[config.mk]
export PLATFORM = sky130hd
export DESIGN_NAME = axi_line_master_flat
export DESIGN_NICKNAME = d
export VERILOG_FILES = /design/src/rtl/axi_line_master_if.sv /design/src/rtl/axi_line_master.sv /design/src/flat_wrapper.sv
export SDC_FILE = /design/constraint.sdc
export NUM_CORES = 1
export LEC_CHECK = 0
export ABC_AREA = 1
export CORE_MARGIN = 2
export CORE_UTILIZATION = 30
export CTS_CLUSTER_SIZE = 24
export DETAILED_ROUTE_END_ITERATION = 16
export PLACE_DENSITY_LB_ADDON = 0.12
export REMOVE_ABC_BUFFERS = 1
export SLEW_MARGIN = 20
export SYNTH_ARGS = -nofsm -noshare
export SYNTH_HDL_FRONTEND = slang
export SYNTH_SLANG_ARGS = --single-unit
[constraint.sdc]
create_clock -name clk -period 2.22 [get_ports clk]
set_clock_uncertainty 0.2 [all_clocks]
set_input_delay 0.444 -clock clk [delete_from_list [all_inputs] [get_ports clk]]
set_output_delay 0.444 -clock clk [all_outputs]
set_load 0.02 [all_outputs]
[src/rtl/axi_line_master_if.sv]
// rtl/axi_line_master_if.sv - line request/response and AXI4 channel bundle for axi_line_master
interface axi_line_master_if;
  // Line request / completion side (dcache miss/evict logic)
  logic         req_valid;
  logic         req_ready;
  logic         req_wr;
  logic [31:0]  req_addr;
  logic [127:0] req_wdata;
  logic         resp_valid;
  logic [127:0] resp_rdata;
  logic         resp_err;

  // AXI4 read address / data
  logic         arvalid;
  logic         arready;
  logic [31:0]  araddr;
  logic [3:0]   arid;
  logic [7:0]   arlen;
  logic [2:0]   arsize;
  logic [1:0]   arburst;
  logic         rvalid;
  logic         rready;
  logic [63:0]  rdata;
  logic [1:0]   rresp;
  logic [3:0]   rid;
  logic         rlast;

  // AXI4 write address / data / response
  logic         awvalid;
  logic         awready;
  logic [31:0]  awaddr;
  logic [3:0]   awid;
  logic [7:0]   awlen;
  logic [2:0]   awsize;
  logic [1:0]   awburst;
  logic         wvalid;
  logic         wready;
  logic [63:0]  wdata;
  logic [7:0]   wstrb;
  logic         wlast;
  logic         bvalid;
  logic         bready;
  logic [1:0]   bresp;
  logic [3:0]   bid;

  // View of the line master itself
  modport master (
    input  req_valid, req_wr, req_addr, req_wdata,
    output req_ready, resp_valid, resp_rdata, resp_err,
    output arvalid, araddr, arid, arlen, arsize, arburst,
    input  arready,
    input  rvalid, rdata, rresp, rid, rlast,
    output rready,
    output awvalid, awaddr, awid, awlen, awsize, awburst,
    input  awready,
    output wvalid, wdata, wstrb, wlast,
    input  wready,
    input  bvalid, bresp, bid,
    output bready
  );

  // View of the environment: requester plus memory-side responder
  modport slave (
    output req_valid, req_wr, req_addr, req_wdata,
    input  req_ready, resp_valid, resp_rdata, resp_err,
    input  arvalid, araddr, arid, arlen, arsize, arburst,
    output arready,
    output rvalid, rdata, rresp, rid, rlast,
    input  rready,
    input  awvalid, awaddr, awid, awlen, awsize, awburst,
    output awready,
    input  wvalid, wdata, wstrb, wlast,
    output wready,
    output bvalid, bresp, bid,
    input  bready
  );
endinterface

[src/rtl/axi_line_master.sv]
// rtl/axi_line_master.sv - AXI4 initiator moving one 16-byte cache line per request as a 2-beat burst
module axi_line_master #(
  parameter logic [3:0] AXI_ID = 4'd1
) (
  input logic               clk,
  input logic               rst_n,
  axi_line_master_if.master bus
);

  typedef enum logic [2:0] {
    S_IDLE, S_AR, S_R, S_AW, S_W, S_B, S_DONE
  } state_t;

  state_t       state_q, state_d;
  logic         req_ready_q, req_ready_d;
  logic         arvalid_q, arvalid_d;
  logic         rready_q, rready_d;
  logic         awvalid_q, awvalid_d;
  logic         wvalid_q, wvalid_d;
  logic         wlast_q, wlast_d;
  logic [63:0]  wdata_q, wdata_d;
  logic         bready_q, bready_d;
  logic         resp_valid_q, resp_valid_d;
  logic         resp_err_q, resp_err_d;
  logic [127:0] resp_rdata_q, resp_rdata_d;
  logic [31:0]  addr_q, addr_d;
  logic [127:0] line_q, line_d;
  logic [63:0]  rbuf_lo_q, rbuf_lo_d;
  logic         beat_q, beat_d;
  logic         err_q, err_d;

  // Burst shape is fixed: two 8-byte INCR beats with full strobes
  assign bus.arid    = AXI_ID;
  assign bus.awid    = AXI_ID;
  assign bus.arlen   = 8'd1;
  assign bus.awlen   = 8'd1;
  assign bus.arsize  = 3'b011;
  assign bus.awsize  = 3'b011;
  assign bus.arburst = 2'b01;
  assign bus.awburst = 2'b01;
  assign bus.wstrb   = 8'hFF;

  assign bus.req_ready  = req_ready_q;
  assign bus.arvalid    = arvalid_q;
  assign bus.araddr     = addr_q;
  assign bus.rready     = rready_q;
  assign bus.awvalid    = awvalid_q;
  assign bus.awaddr     = addr_q;
  assign bus.wvalid     = wvalid_q;
  assign bus.wdata      = wdata_q;
  assign bus.wlast      = wlast_q;
  assign bus.bready     = bready_q;
  assign bus.resp_valid = resp_valid_q;
  assign bus.resp_err   = resp_err_q;
  assign bus.resp_rdata = resp_rdata_q;

  // State and registered outputs; reset leaves only req_ready asserted
  always_ff @(posedge clk) begin
    if (!rst_n) begin
      state_q      <= S_IDLE;
      req_ready_q  <= 1'b1;
      arvalid_q    <= 1'b0;
      rready_q     <= 1'b0;
      awvalid_q    <= 1'b0;
      wvalid_q     <= 1'b0;
      wlast_q      <= 1'b0;
      wdata_q      <= '0;
      bready_q     <= 1'b0;
      resp_valid_q <= 1'b0;
      resp_err_q   <= 1'b0;
      resp_rdata_q <= '0;
      addr_q       <= '0;
      line_q       <= '0;
      rbuf_lo_q    <= '0;
      beat_q       <= 1'b0;
      err_q        <= 1'b0;
    end else begin
      state_q      <= state_d;
      req_ready_q  <= req_ready_d;
      arvalid_q    <= arvalid_d;
      rready_q     <= rready_d;
      awvalid_q    <= awvalid_d;
      wvalid_q     <= wvalid_d;
      wlast_q      <= wlast_d;
      wdata_q      <= wdata_d;
      bready_q     <= bready_d;
      resp_valid_q <= resp_valid_d;
      resp_err_q   <= resp_err_d;
      resp_rdata_q <= resp_rdata_d;
      addr_q       <= addr_d;
      line_q       <= line_d;
      rbuf_lo_q    <= rbuf_lo_d;
      beat_q       <= beat_d;
      err_q        <= err_d;
    end
  end

  // Next state and next output values; errors accumulate without cutting a burst short
  always_comb begin
    state_d      = state_q;
    req_ready_d  = req_ready_q;
    arvalid_d    = arvalid_q;
    rready_d     = rready_q;
    awvalid_d    = awvalid_q;
    wvalid_d     = wvalid_q;
    wlast_d      = wlast_q;
    wdata_d      = wdata_q;
    bready_d     = bready_q;
    resp_valid_d = 1'b0;
    resp_err_d   = resp_err_q;
    resp_rdata_d = resp_rdata_q;
    addr_d       = addr_q;
    line_d       = line_q;
    rbuf_lo_d    = rbuf_lo_q;
    beat_d       = beat_q;
    err_d        = err_q;

    case (state_q)
      S_IDLE: begin
        if (bus.req_valid && req_ready_q) begin
          addr_d      = bus.req_addr & 32'hFFFF_FFF0;
          line_d      = bus.req_wdata;
          err_d       = 1'b0;
          beat_d      = 1'b0;
          req_ready_d = 1'b0;
          if (bus.req_wr) begin
            awvalid_d = 1'b1;
            state_d   = S_AW;
          end else begin
            arvalid_d = 1'b1;
            state_d   = S_AR;
          end
        end
      end
      S_AR: begin
        if (arvalid_q && bus.arready) begin
          arvalid_d = 1'b0;
          rready_d  = 1'b1;
          state_d   = S_R;
        end
      end
      S_R: begin
        if (bus.rvalid && rready_q) begin
          // rlast must be low on the first beat and high on the second
          err_d = err_q | (bus.rresp != 2'b00) | (bus.rid != AXI_ID) | (bus.rlast != beat_q);
          if (!beat_q) begin
            rbuf_lo_d = bus.rdata;
            beat_d    = 1'b1;
          end else begin
            rready_d     = 1'b0;
            resp_rdata_d = {bus.rdata, rbuf_lo_q};
            beat_d       = 1'b0;
            state_d      = S_DONE;
          end
        end
      end
      S_AW: begin
        if (awvalid_q && bus.awready) begin
          awvalid_d = 1'b0;
          wvalid_d  = 1'b1;
          wdata_d   = line_q[63:0];
          wlast_d   = 1'b0;
          beat_d    = 1'b0;
          state_d   = S_W;
        end
      end
      S_W: begin
        if (wvalid_q && bus.wready) begin
          if (!beat_q) begin
            wdata_d = line_q[127:64];
            wlast_d = 1'b1;
            beat_d  = 1'b1;
          end else begin
            wvalid_d = 1'b0;
            wlast_d  = 1'b0;
            bready_d = 1'b1;
            beat_d   = 1'b0;
            state_d  = S_B;
          end
        end
      end
      S_B: begin
        if (bus.bvalid && bready_q) begin
          err_d    = err_q | (bus.bresp != 2'b00) | (bus.bid != AXI_ID);
          bready_d = 1'b0;
          state_d  = S_DONE;
        end
      end
      S_DONE: begin
        resp_valid_d = 1'b1;
        resp_err_d   = err_q;
        req_ready_d  = 1'b1;
        state_d      = S_IDLE;
      end
      default: state_d = S_IDLE;
    endcase
  end

endmodule

[src/flat_wrapper.sv]
// flat-port wrapper written by rule: the top's interface ports become plain ports
module axi_line_master_flat 
#(
  parameter logic [3:0] AXI_ID = 4'd1
)
  (clk, rst_n, bus_req_valid, bus_req_wr, bus_req_addr, bus_req_wdata, bus_req_ready, bus_resp_valid, bus_resp_rdata, bus_resp_err, bus_arvalid, bus_araddr, bus_arid, bus_arlen, bus_arsize, bus_arburst, bus_arready, bus_rvalid, bus_rdata, bus_rresp, bus_rid, bus_rlast, bus_rready, bus_awvalid, bus_awaddr, bus_awid, bus_awlen, bus_awsize, bus_awburst, bus_awready, bus_wvalid, bus_wdata, bus_wstrb, bus_wlast, bus_wready, bus_bvalid, bus_bresp, bus_bid, bus_bready);
  axi_line_master_if bus_i ();
  input logic clk;
  input logic rst_n;
  input wire logic [$bits(bus_i.req_valid)-1:0] bus_req_valid;
  input wire logic [$bits(bus_i.req_wr)-1:0] bus_req_wr;
  input wire logic [$bits(bus_i.req_addr)-1:0] bus_req_addr;
  input wire logic [$bits(bus_i.req_wdata)-1:0] bus_req_wdata;
  output wire logic [$bits(bus_i.req_ready)-1:0] bus_req_ready;
  output wire logic [$bits(bus_i.resp_valid)-1:0] bus_resp_valid;
  output wire logic [$bits(bus_i.resp_rdata)-1:0] bus_resp_rdata;
  output wire logic [$bits(bus_i.resp_err)-1:0] bus_resp_err;
  output wire logic [$bits(bus_i.arvalid)-1:0] bus_arvalid;
  output wire logic [$bits(bus_i.araddr)-1:0] bus_araddr;
  output wire logic [$bits(bus_i.arid)-1:0] bus_arid;
  output wire logic [$bits(bus_i.arlen)-1:0] bus_arlen;
  output wire logic [$bits(bus_i.arsize)-1:0] bus_arsize;
  output wire logic [$bits(bus_i.arburst)-1:0] bus_arburst;
  input wire logic [$bits(bus_i.arready)-1:0] bus_arready;
  input wire logic [$bits(bus_i.rvalid)-1:0] bus_rvalid;
  input wire logic [$bits(bus_i.rdata)-1:0] bus_rdata;
  input wire logic [$bits(bus_i.rresp)-1:0] bus_rresp;
  input wire logic [$bits(bus_i.rid)-1:0] bus_rid;
  input wire logic [$bits(bus_i.rlast)-1:0] bus_rlast;
  output wire logic [$bits(bus_i.rready)-1:0] bus_rready;
  output wire logic [$bits(bus_i.awvalid)-1:0] bus_awvalid;
  output wire logic [$bits(bus_i.awaddr)-1:0] bus_awaddr;
  output wire logic [$bits(bus_i.awid)-1:0] bus_awid;
  output wire logic [$bits(bus_i.awlen)-1:0] bus_awlen;
  output wire logic [$bits(bus_i.awsize)-1:0] bus_awsize;
  output wire logic [$bits(bus_i.awburst)-1:0] bus_awburst;
  input wire logic [$bits(bus_i.awready)-1:0] bus_awready;
  output wire logic [$bits(bus_i.wvalid)-1:0] bus_wvalid;
  output wire logic [$bits(bus_i.wdata)-1:0] bus_wdata;
  output wire logic [$bits(bus_i.wstrb)-1:0] bus_wstrb;
  output wire logic [$bits(bus_i.wlast)-1:0] bus_wlast;
  input wire logic [$bits(bus_i.wready)-1:0] bus_wready;
  input wire logic [$bits(bus_i.bvalid)-1:0] bus_bvalid;
  input wire logic [$bits(bus_i.bresp)-1:0] bus_bresp;
  input wire logic [$bits(bus_i.bid)-1:0] bus_bid;
  output wire logic [$bits(bus_i.bready)-1:0] bus_bready;
  assign bus_i.req_valid = bus_req_valid;
  assign bus_i.req_wr = bus_req_wr;
  assign bus_i.req_addr = bus_req_addr;
  assign bus_i.req_wdata = bus_req_wdata;
  assign bus_req_ready = bus_i.req_ready;
  assign bus_resp_valid = bus_i.resp_valid;
  assign bus_resp_rdata = bus_i.resp_rdata;
  assign bus_resp_err = bus_i.resp_err;
  assign bus_arvalid = bus_i.arvalid;
  assign bus_araddr = bus_i.araddr;
  assign bus_arid = bus_i.arid;
  assign bus_arlen = bus_i.arlen;
  assign bus_arsize = bus_i.arsize;
  assign bus_arburst = bus_i.arburst;
  assign bus_i.arready = bus_arready;
  assign bus_i.rvalid = bus_rvalid;
  assign bus_i.rdata = bus_rdata;
  assign bus_i.rresp = bus_rresp;
  assign bus_i.rid = bus_rid;
  assign bus_i.rlast = bus_rlast;
  assign bus_rready = bus_i.rready;
  assign bus_awvalid = bus_i.awvalid;
  assign bus_awaddr = bus_i.awaddr;
  assign bus_awid = bus_i.awid;
  assign bus_awlen = bus_i.awlen;
  assign bus_awsize = bus_i.awsize;
  assign bus_awburst = bus_i.awburst;
  assign bus_i.awready = bus_awready;
  assign bus_wvalid = bus_i.wvalid;
  assign bus_wdata = bus_i.wdata;
  assign bus_wstrb = bus_i.wstrb;
  assign bus_wlast = bus_i.wlast;
  assign bus_i.wready = bus_wready;
  assign bus_i.bvalid = bus_bvalid;
  assign bus_i.bresp = bus_bresp;
  assign bus_i.bid = bus_bid;
  assign bus_bready = bus_i.bready;
  axi_line_master #(.AXI_ID(AXI_ID)) u_core (.clk(clk), .rst_n(rst_n), .bus(bus_i));
endmodule
Word level (Yosys, flattened, before mapping)
Index checks and enable logic that the tools add are counted.
{"block": "classes", "n_eq_ne": 20, "n_mux": 44, "bitwise_logic": 6, "reduce_logical": 31}
{"cell": "two-way mux 64 bit", "count": 3}
{"cell": "case mux 64 bit (2 select lines)", "count": 1}
{"cell": "AND reduction 4 bit", "count": 7}
{"cell": "two-way mux 3 bit", "count": 8}
{"cell": "two-way mux 1 bit", "count": 21}
{"cell": "case mux 3 bit (6 select lines)", "count": 1}
{"cell": "!= test 2 x 1 -> 1 bit (second input constant)", "count": 8}
{"cell": "nonzero test 2 bit", "count": 8}
{"cell": "case mux 1 bit (2 select lines)", "count": 7}
{"cell": "== test 3 bit (second input constant)", "count": 3}
{"cell": "AND reduction 3 bit", "count": 3}
{"cell": "!= test 4 x 1 -> 1 bit (second input constant)", "count": 2}
{"cell": "AND reduction 8 bit", "count": 1}
{"cell": "== test 3 x 2 -> 1 bit (second input constant)", "count": 2}
{"cell": "logical AND 1 bit", "count": 6}
{"cell": "!= test 2 bit (second input constant)", "count": 3}
{"cell": "bitwise OR 1 bit", "count": 5}
{"cell": "AND reduction 5 bit", "count": 1}
{"cell": "case mux 1 bit (4 select lines)", "count": 1}
{"cell": "AND reduction 2 bit", "count": 2}
{"cell": "nonzero test 4 bit", "count": 1}
{"cell": "== test 3 x 1 -> 1 bit (second input constant)", "count": 1}
{"cell": "zero test 3 bit", "count": 1}
{"cell": "case mux 1 bit (3 select lines)", "count": 1}
{"cell": "other kinds (4)", "count": 4}
{"block": "word_totals", "reg_bits": 426}

Depth between registers and ports, before layout
Gate-level depths: netlist of the first run.
{"block": "depth", "depth_word": 6, "depth_mapped": 11, "depth_no_buf": 9}

Worst setup path after synthesis of the first run
OpenSTA, ideal clock, no wires.
{"block": "synth_path", "path_type": "register to register", "from": "reg u_core.state_q[1]", "to": "reg u_core.line_q[120]", "arrival_time_ns": 1.358, "slack_ns": 0.542, "path_stages_with_launch": 10, "period_less_slack_ns": 1.678, "cell_sequence": "dfxtp_1 > buf_2 > nor2_4 > nand2_1 > nor2_2 > inv_2 > buf_6 > buf_2 > o21ai_0 > a21oi_1"}
{"block": "synth_via", "elab_chain_len": 2}
{"item": "start, declared", "line_no": "axi_line_master.sv:14", "source": "state_t state_q, state_d;"}
{"item": "start signal, assigned", "line_no": "axi_line_master.sv:78", "source": "state_q <= state_d;"}
{"item": "zero test 3 bit", "line_no": "axi_line_master.sv:118", "source": "case (state_q)"}
{"item": "AND reduction 2 bit (no source line)"}
{"item": "end signal, assigned", "line_no": "axi_line_master.sv:91", "source": "line_q <= line_d;"}
{"item": "end, declared", "line_no": "axi_line_master.sv:27", "source": "logic [127:0] line_q, line_d;"}
No other way between the ends.
A chain may end at the register's enable or synchronous reset.

Worst setup path after layout of the first run
{"block": "layout_path", "from": "reg u_core.addr_q[14] (netlist: u_core.bus.araddr[14])", "to": "out bus_araddr[14]"}
{"item": "start, declared", "line_no": "axi_line_master.sv:26", "source": "logic [31:0] addr_q, addr_d;"}
{"item": "start signal, assigned", "line_no": "axi_line_master.sv:90", "source": "addr_q <= addr_d;"}
{"item": "end, declared", "line_no": "flat_wrapper.sv:19", "source": "output wire logic [$bits(bus_i.araddr)-1:0] bus_araddr;"}
No word-level cell between the ends.

==> flow_summary.json, run 1 <==
{
  "fin_crit_ns": 2.17,
  "drive_gt1_share_pct": 6.29,
  "seq_area_frac_synth_pct": 51.1,
  "synthToLayoutAreaGrowth_pct": 44.3,
  "yosysUniqueCellTypes": 30,
  "grt_first_pass_wirelength_um": 81400,
  "min_path_type": "reg2reg",
  "pwr-share-comb_pct": 28.5,
  "cp_data_required_time_ns": 1.58,
  "die_height_um": 240,
  "track_usage_pct": 17.8,
  "path_class": "reg2out",
  "via_count": 15500,
  "stdcell_count": 3516,
  "final_util_pct": 43.8,
  "crit_path_start": "u_core.bus.araddr[14]",
  "diodes": 0,
  "p_clk_share_pct": 32.6,
  "cts_buffers": 49,
  "crit_path_end_kind": "primary output",
  "path_max_fanout": 3,
  "vias_per_cell": 4.40,
  "endpoint": "bus_araddr[14]",
  "r2r_slack_ns": 0.22,
  "nNetsFinal": 2975,
  "grt_overflow_total": 0,
  "reg2reg_depth": 7,
  "r2r-end": "u_core.line_q[70]",
  "fmax_mhz": 460,
  "setup_viol": 0,
  "p_int_mw": 16.5,
  "post-cts-setup-buffer-count": 0,
  "status": "finished, final reports clean",
  "leakagePower_nw": 11.9,
  "nFillCells": 5608,
  "drv_slew": 0,
  "die_w_um": 240,
  "layout_commonest_cell": "nor2_1",
  "drc_errors": 0,
  "cp.arrival_ns": 1.53,
  "grt_setup_unrepaired": "false",
  "ys_ff_latch": 426,
  "yosys_warnings": 0,
  "cp_cell_sequence": "clkdlybuf4s50_1",
  "multi_input_area_mm2": 0.00646,
  "max_cap_viol_count": 0,
  "cts_tree": "done",
  "cp_slowest_cell": "clkdlybuf4s50_1",
  "critPathBufInv": 1,
  "clk_latency_ns": 0.57,
  "num_io_pins": 553,
  "drt_iter0_markers": 749,
  "ant_nets": 0,
  "htree_num_levels": 2,
  "grt_max_degree": 63,
  "dp_hpwl_um": 37100,
  "cts_buffer_depth": 3,
  "synth_area_mm2": 0.0167,
  "clock-sinks": 426,
  "p_sw_mw": 8.10,
  "clk_pin_slew_ns": 0.06,
  "dr.pass1.iters": 7,
  "pwr-share-seq_pct": 38.8,
  "timing.setup.tns_ns": 0,
  "synth.avg_cell_area_um2": 7.31,
  "hold_path.startpoint": "u_core.line_q[126]",
  "critPathLaunchType": "flop",
  "r2r-start": "u_core.state_q[1]",
  "core_mm2": 0.0550,
  "cts-root-buf": "clkbuf_16",
  "hold_viol": 0,
  "critical-path-top-delay-family": "buffers and inverters",
  "syn_inst": 2282,
  "post-route-period-util_pct": 97.9,
  "max_stage_delay_ns": 0.61,
  "final_cell_mix": "nor2_1, dfxtp_1, o21ai_0, clkdlybuf4s50_1, nand2_1",
  "port_buffers": 498,
  "place_inst": 3424,
  "powerDensity_mw_per_mm2": 1020,
  "sw_frac_of_total_pct": 32.9,
  "ff_latch_area_mm2": 0.00853,
  "grt_pass1_vias": 14900,
  "vdd_drop_max_uv": 599,
  "crit_cells": 1,
  "gp_congestion": 0.783,
  "wire_per_inst_um": 15.3,
  "wl_um": 53600,
  "antenna_found_initial": 3,
  "dieArea_mm2": 0.0575,
  "num_rows": 86,
  "start_util_pct": 30.3
}
-- worst reg2reg max path, delay by kind of cell, from the launching register on --
family / cells / cell delay, ns
compound gates: 2 / 0.32
buf+inv: 2 / 0.33
flops: 1 / 0.44
simple gates: 3 / 0.58
-- state kept, by name, indices dropped and copies added (netlist names), 3 cells and up --
name	flops
u_core.rbuf_lo_q	64
u_core.bus.resp_rdata	128
u_core.bus.araddr	28
u_core.bus.wdata	64
u_core.line_q	128
u_core.state_q	3
-- worst min-delay path by stage --
stage	slack, ns	to	cells past startpoint
4_1_cts	0.21	u_core.bus.araddr[17]	3
3_5_place_dp	0.24	u_core.line_q[126]	2
2_1_floorplan	0.22	u_core.line_q[112]	2
5_1_grt	0.24	u_core.bus.araddr[10]	3
3_3_place_gp	0.23	u_core.line_q[96]	2
6_report	0.24	u_core.line_q[126]	2
-- layer usage --
layer  track usage [%]  vias to the layer above  routed length (um)
met1              22.2                     7064               23300
met3              6.20                       79                4720
met2              29.1                      416               24600
met5                 0                        -                  36
li1                  -                     7917                   -
met4              4.92                        6                1010
-- repair_timing --
item                                    in CTS  in global routing
endpoints found under the hold margin       15                  0
resized for setup                          148                 38
endpoints found under the setup margin     151                 38
hold buffers                                 1                  0
-- cell usage after synthesis (all sizes together) --
cell type	count	share of area, %
inv	147	3.3
nor2	720	16
nor3	2	0.13
ha	1	0.075
xnor2	1	0.053
a211oi	1	0.045
a21oi	74	2.2
conb	2	0.045
nand3	15	0.48
o21ai	417	13
nand4	1	0.038
nor4	1	0.038
nand3b	2	0.090
clkbuf	67	1.5
dfxtp	426	51
clkinv	1	0.022
a31oi	2	0.075
nand2	239	5.4
buf	163	6.5
-- through the flow --
step                      hold WS [ns]  instance area, um2  worst slack, ns  total power, mW
after CTS                        0.211               24000         0.000198             25.0
after floorplan                  0.224               15500            -2.24             13.5
after global routing             0.237               24100         0.000553             26.2
final                            0.244               24100           0.0461             24.6
after global placement           0.232               22500          -0.0102             17.0
after detailed placement         0.236               22500          -0.0117             17.2
-- power by group through the flow --
stage | registers, mW | clock network, mW | logic (mW)
after floorplan | 10.4 | 0 | 3.12
after global placement | 9.71 | 0 | 7.32
after detailed placement | 9.75 | 0 | 7.40
after CTS | 9.58 | 8.27 | 7.14
after global routing | 9.71 | 8.60 | 7.86
final | 9.57 | 8.04 | 7.03
-- kinds of logic after synthesis --
logic type	share of synthesized area (%)
DFF	51.1
xor gates and xnor gates	0.0525
adders and majority gates	0.0750
buffers and inverters	11.3
other	0.0450
and+or+nand+nor	22.5
AOI/OAI and AO/OA	14.9
-- area by class of cell --
class / count / share of cell area (%)
Multi-Input combinational cell: 1526 / 26.9
Timing Repair Buffer: 577 / 24.7
Clock buffer: 76 / 6.28
Inverter: 148 / 2.34
Tap cell: 748 / 3.89
Sequential cell: 426 / 35.5
Clock inverter: 15 / 0.478
Note: power is estimated with default switching activity, not from simulation.
==> run 2: changes to the inputs <==
==> constraint.sdc (replaced) <==
create_clock -name clk -period 2.8 [get_ports clk]
set_clock_uncertainty 0.2 [all_clocks]
set_input_delay 0.56 -clock clk [delete_from_list [all_inputs] [get_ports clk]]
set_output_delay 0.56 -clock clk [all_outputs]
set_load 0.02 [all_outputs]
==> flow_summary.json, run 2 (same netlist as run 1, synthesis figures left out) <==
{
  "status": "finished, final reports clean",
  "grt_setup_unrepaired": "false",
  "hold_viol": 0,
  "cts_resized": 0,
  "ant_nets": 0,
  "crit_path_start": "u_core.bus.araddr[30]",
  "place_inst": 3381,
  "nNetsFinal": 2931,
  "die_w_um": 240,
  "core_mm2": 0.0550,
  "drive_gt1_share_pct": 4.81,
  "wire_per_inst_um": 15.2,
  "wl_um": 52800,
  "final_cell_mix": "nor2_1, clkdlybuf4s50_1, dfxtp_1, o21ai_0, nand2_1",
  "postPlaceCellArea_mm2": 0.0220,
  "vdd_drop_max_uv": 541,
  "cts-root-buf": "clkbuf_16",
  "critPathLaunchType": "flop",
  "powerDensity_mw_per_mm2": 838,
  "stdcell_count": 3474,
  "port_buffers": 498,
  "critPathBufInv": 1,
  "die_height_um": 240,
  "max_stage_delay_ns": 0.65,
  "htree_num_levels": 2,
  "leakagePower_nw": 10.4,
  "dieArea_mm2": 0.0575,
  "num_rows": 86,
  "r2r-start": "u_core.state_q[2]",
  "min_path_type": "in2reg",
  "grt_overflow_total": 0,
  "path_max_fanout": 3,
  "cts_hold_buf": 0,
  "dr.pass1.iters": 4,
  "post-cts-setup-buffer-count": 0,
  "via_count": 15400,
  "post-route-period-util_pct": 85.9,
  "hold_path.startpoint": "rst_n",
  "synthToLayoutAreaGrowth_pct": 42.1,
  "cts_buffer_depth": 3,
  "grt_first_pass_wirelength_um": 79800,
  "pre_cts_ws_ns": 0.236,
  "drc_errors": 0,
  "timing.max_slew.rel_slack_pct": 62.5,
  "drv_slew": 0,
  "fmax_mhz": 416,
  "clk_pin_slew_ns": 0.06,
  "clock-sinks": 426,
  "cts_buffers": 49,
  "num_io_pins": 553,
  "grt_pass1_vias": 14600,
  "antenna_found_initial": 9,
  "tightest_slew_ns": 0.562,
  "cp_cell_sequence": "clkdlybuf4s50_1",
  "dp_hpwl_um": 35000,
  "setup_viol": 0,
  "critical-path-top-delay-family": "buffers and inverters",
  "track_usage_pct": 17.4,
  "clk_latency_ns": 0.57,
  "cp_data_required_time_ns": 2.04,
  "crit_path_end_kind": "primary output",
  "cp_slowest_cell": "clkdlybuf4s50_1",
  "fin_crit_ns": 2.40,
  "nFillCells": 5518,
  "layout_commonest_cell": "nor2_1",
  "max_cap_viol_count": 0,
  "path_class": "reg2out",
  "gp_congestion": 0.797,
  "grt_max_degree": 104,
  "drt_iter0_markers": 737,
  "final_cell_area_mm2": 0.0237,
  "fin_ws_ns": 0.396,
  "cp.arrival_ns": 1.64,
  "cts_tree": "done",
  "start_util_pct": 30.3,
  "vias_per_cell": 4.42
}
==> run 2: changes by cell type in the layout (fill, tap and decap cells not counted), sizes merged, moves of 2 or more <==
cell,change
buf,-43
bufinv,+4
clkdlybuf4s50,+185
clkinv,-2
clkinvlp,-2
diode,+3
dlygate4sd2,-148
dlymetal6s2s,-37
==> run 2: final timing paths <==
kind,end,slack [ns],cells after the start
worst max-delay path,bus_araddr[30],0.40,1
worst min-delay path,u_core.bus.wdata[24],0.22,3
worst max register to register,u_core.line_q[67],0.44,7
worst min register to register,u_core.line_q[75],0.24,2
==> run 2: cell type report <==
| cell class | count | area (um2) | area share, % |
|---|---|---|---|
| antenna | 3 | 7.51 | 0.0317 |
| clock buffer | 75 | 1520 | 6.40 |
| clock inverter | 15 | 210 | 0.887 |
| inverter | 148 | 563 | 2.38 |
| multi-input combinational | 1526 | 6460 | 27.3 |
| sequential | 426 | 8530 | 36.0 |
| tap | 748 | 936 | 3.95 |
| timing repair buffer | 533 | 5480 | 23.1 |
==> run 2: power by group <==
part | switching [mW] | internal [mW]
registers | 0.517 | 7.08
logic | 3.27 | 2.24
clock network | 2.57 | 4.18
==> run 2: per-stage QoR <==
stage / TNS [ns] / hold slack [ns] / utilization, % / power, mW
2_1_floorplan: -509.59 / 0.224 / - / 10.7
3_5_place_dp: 0 / 0.236 / 39.9 / 13.3
3_3_place_gp: 0 / 0.233 / 39.9 / 13.2
6_report: 0 / 0.217 / 43.1 / 19.8
4_1_cts: 0 / 0.210 / 43.1 / 20.1
5_1_grt: 0 / 0.232 / 43.1 / 21.0
==> run 2: layer usage <==
layer	GRT usage [%]	part of all wire, %	routed length (um)
met1	21.9	44	23300
met2	27.7	45	23600
met3	6.70	9.0	4760
met4	4.64	1.9	1030
met5	0	0.14	75
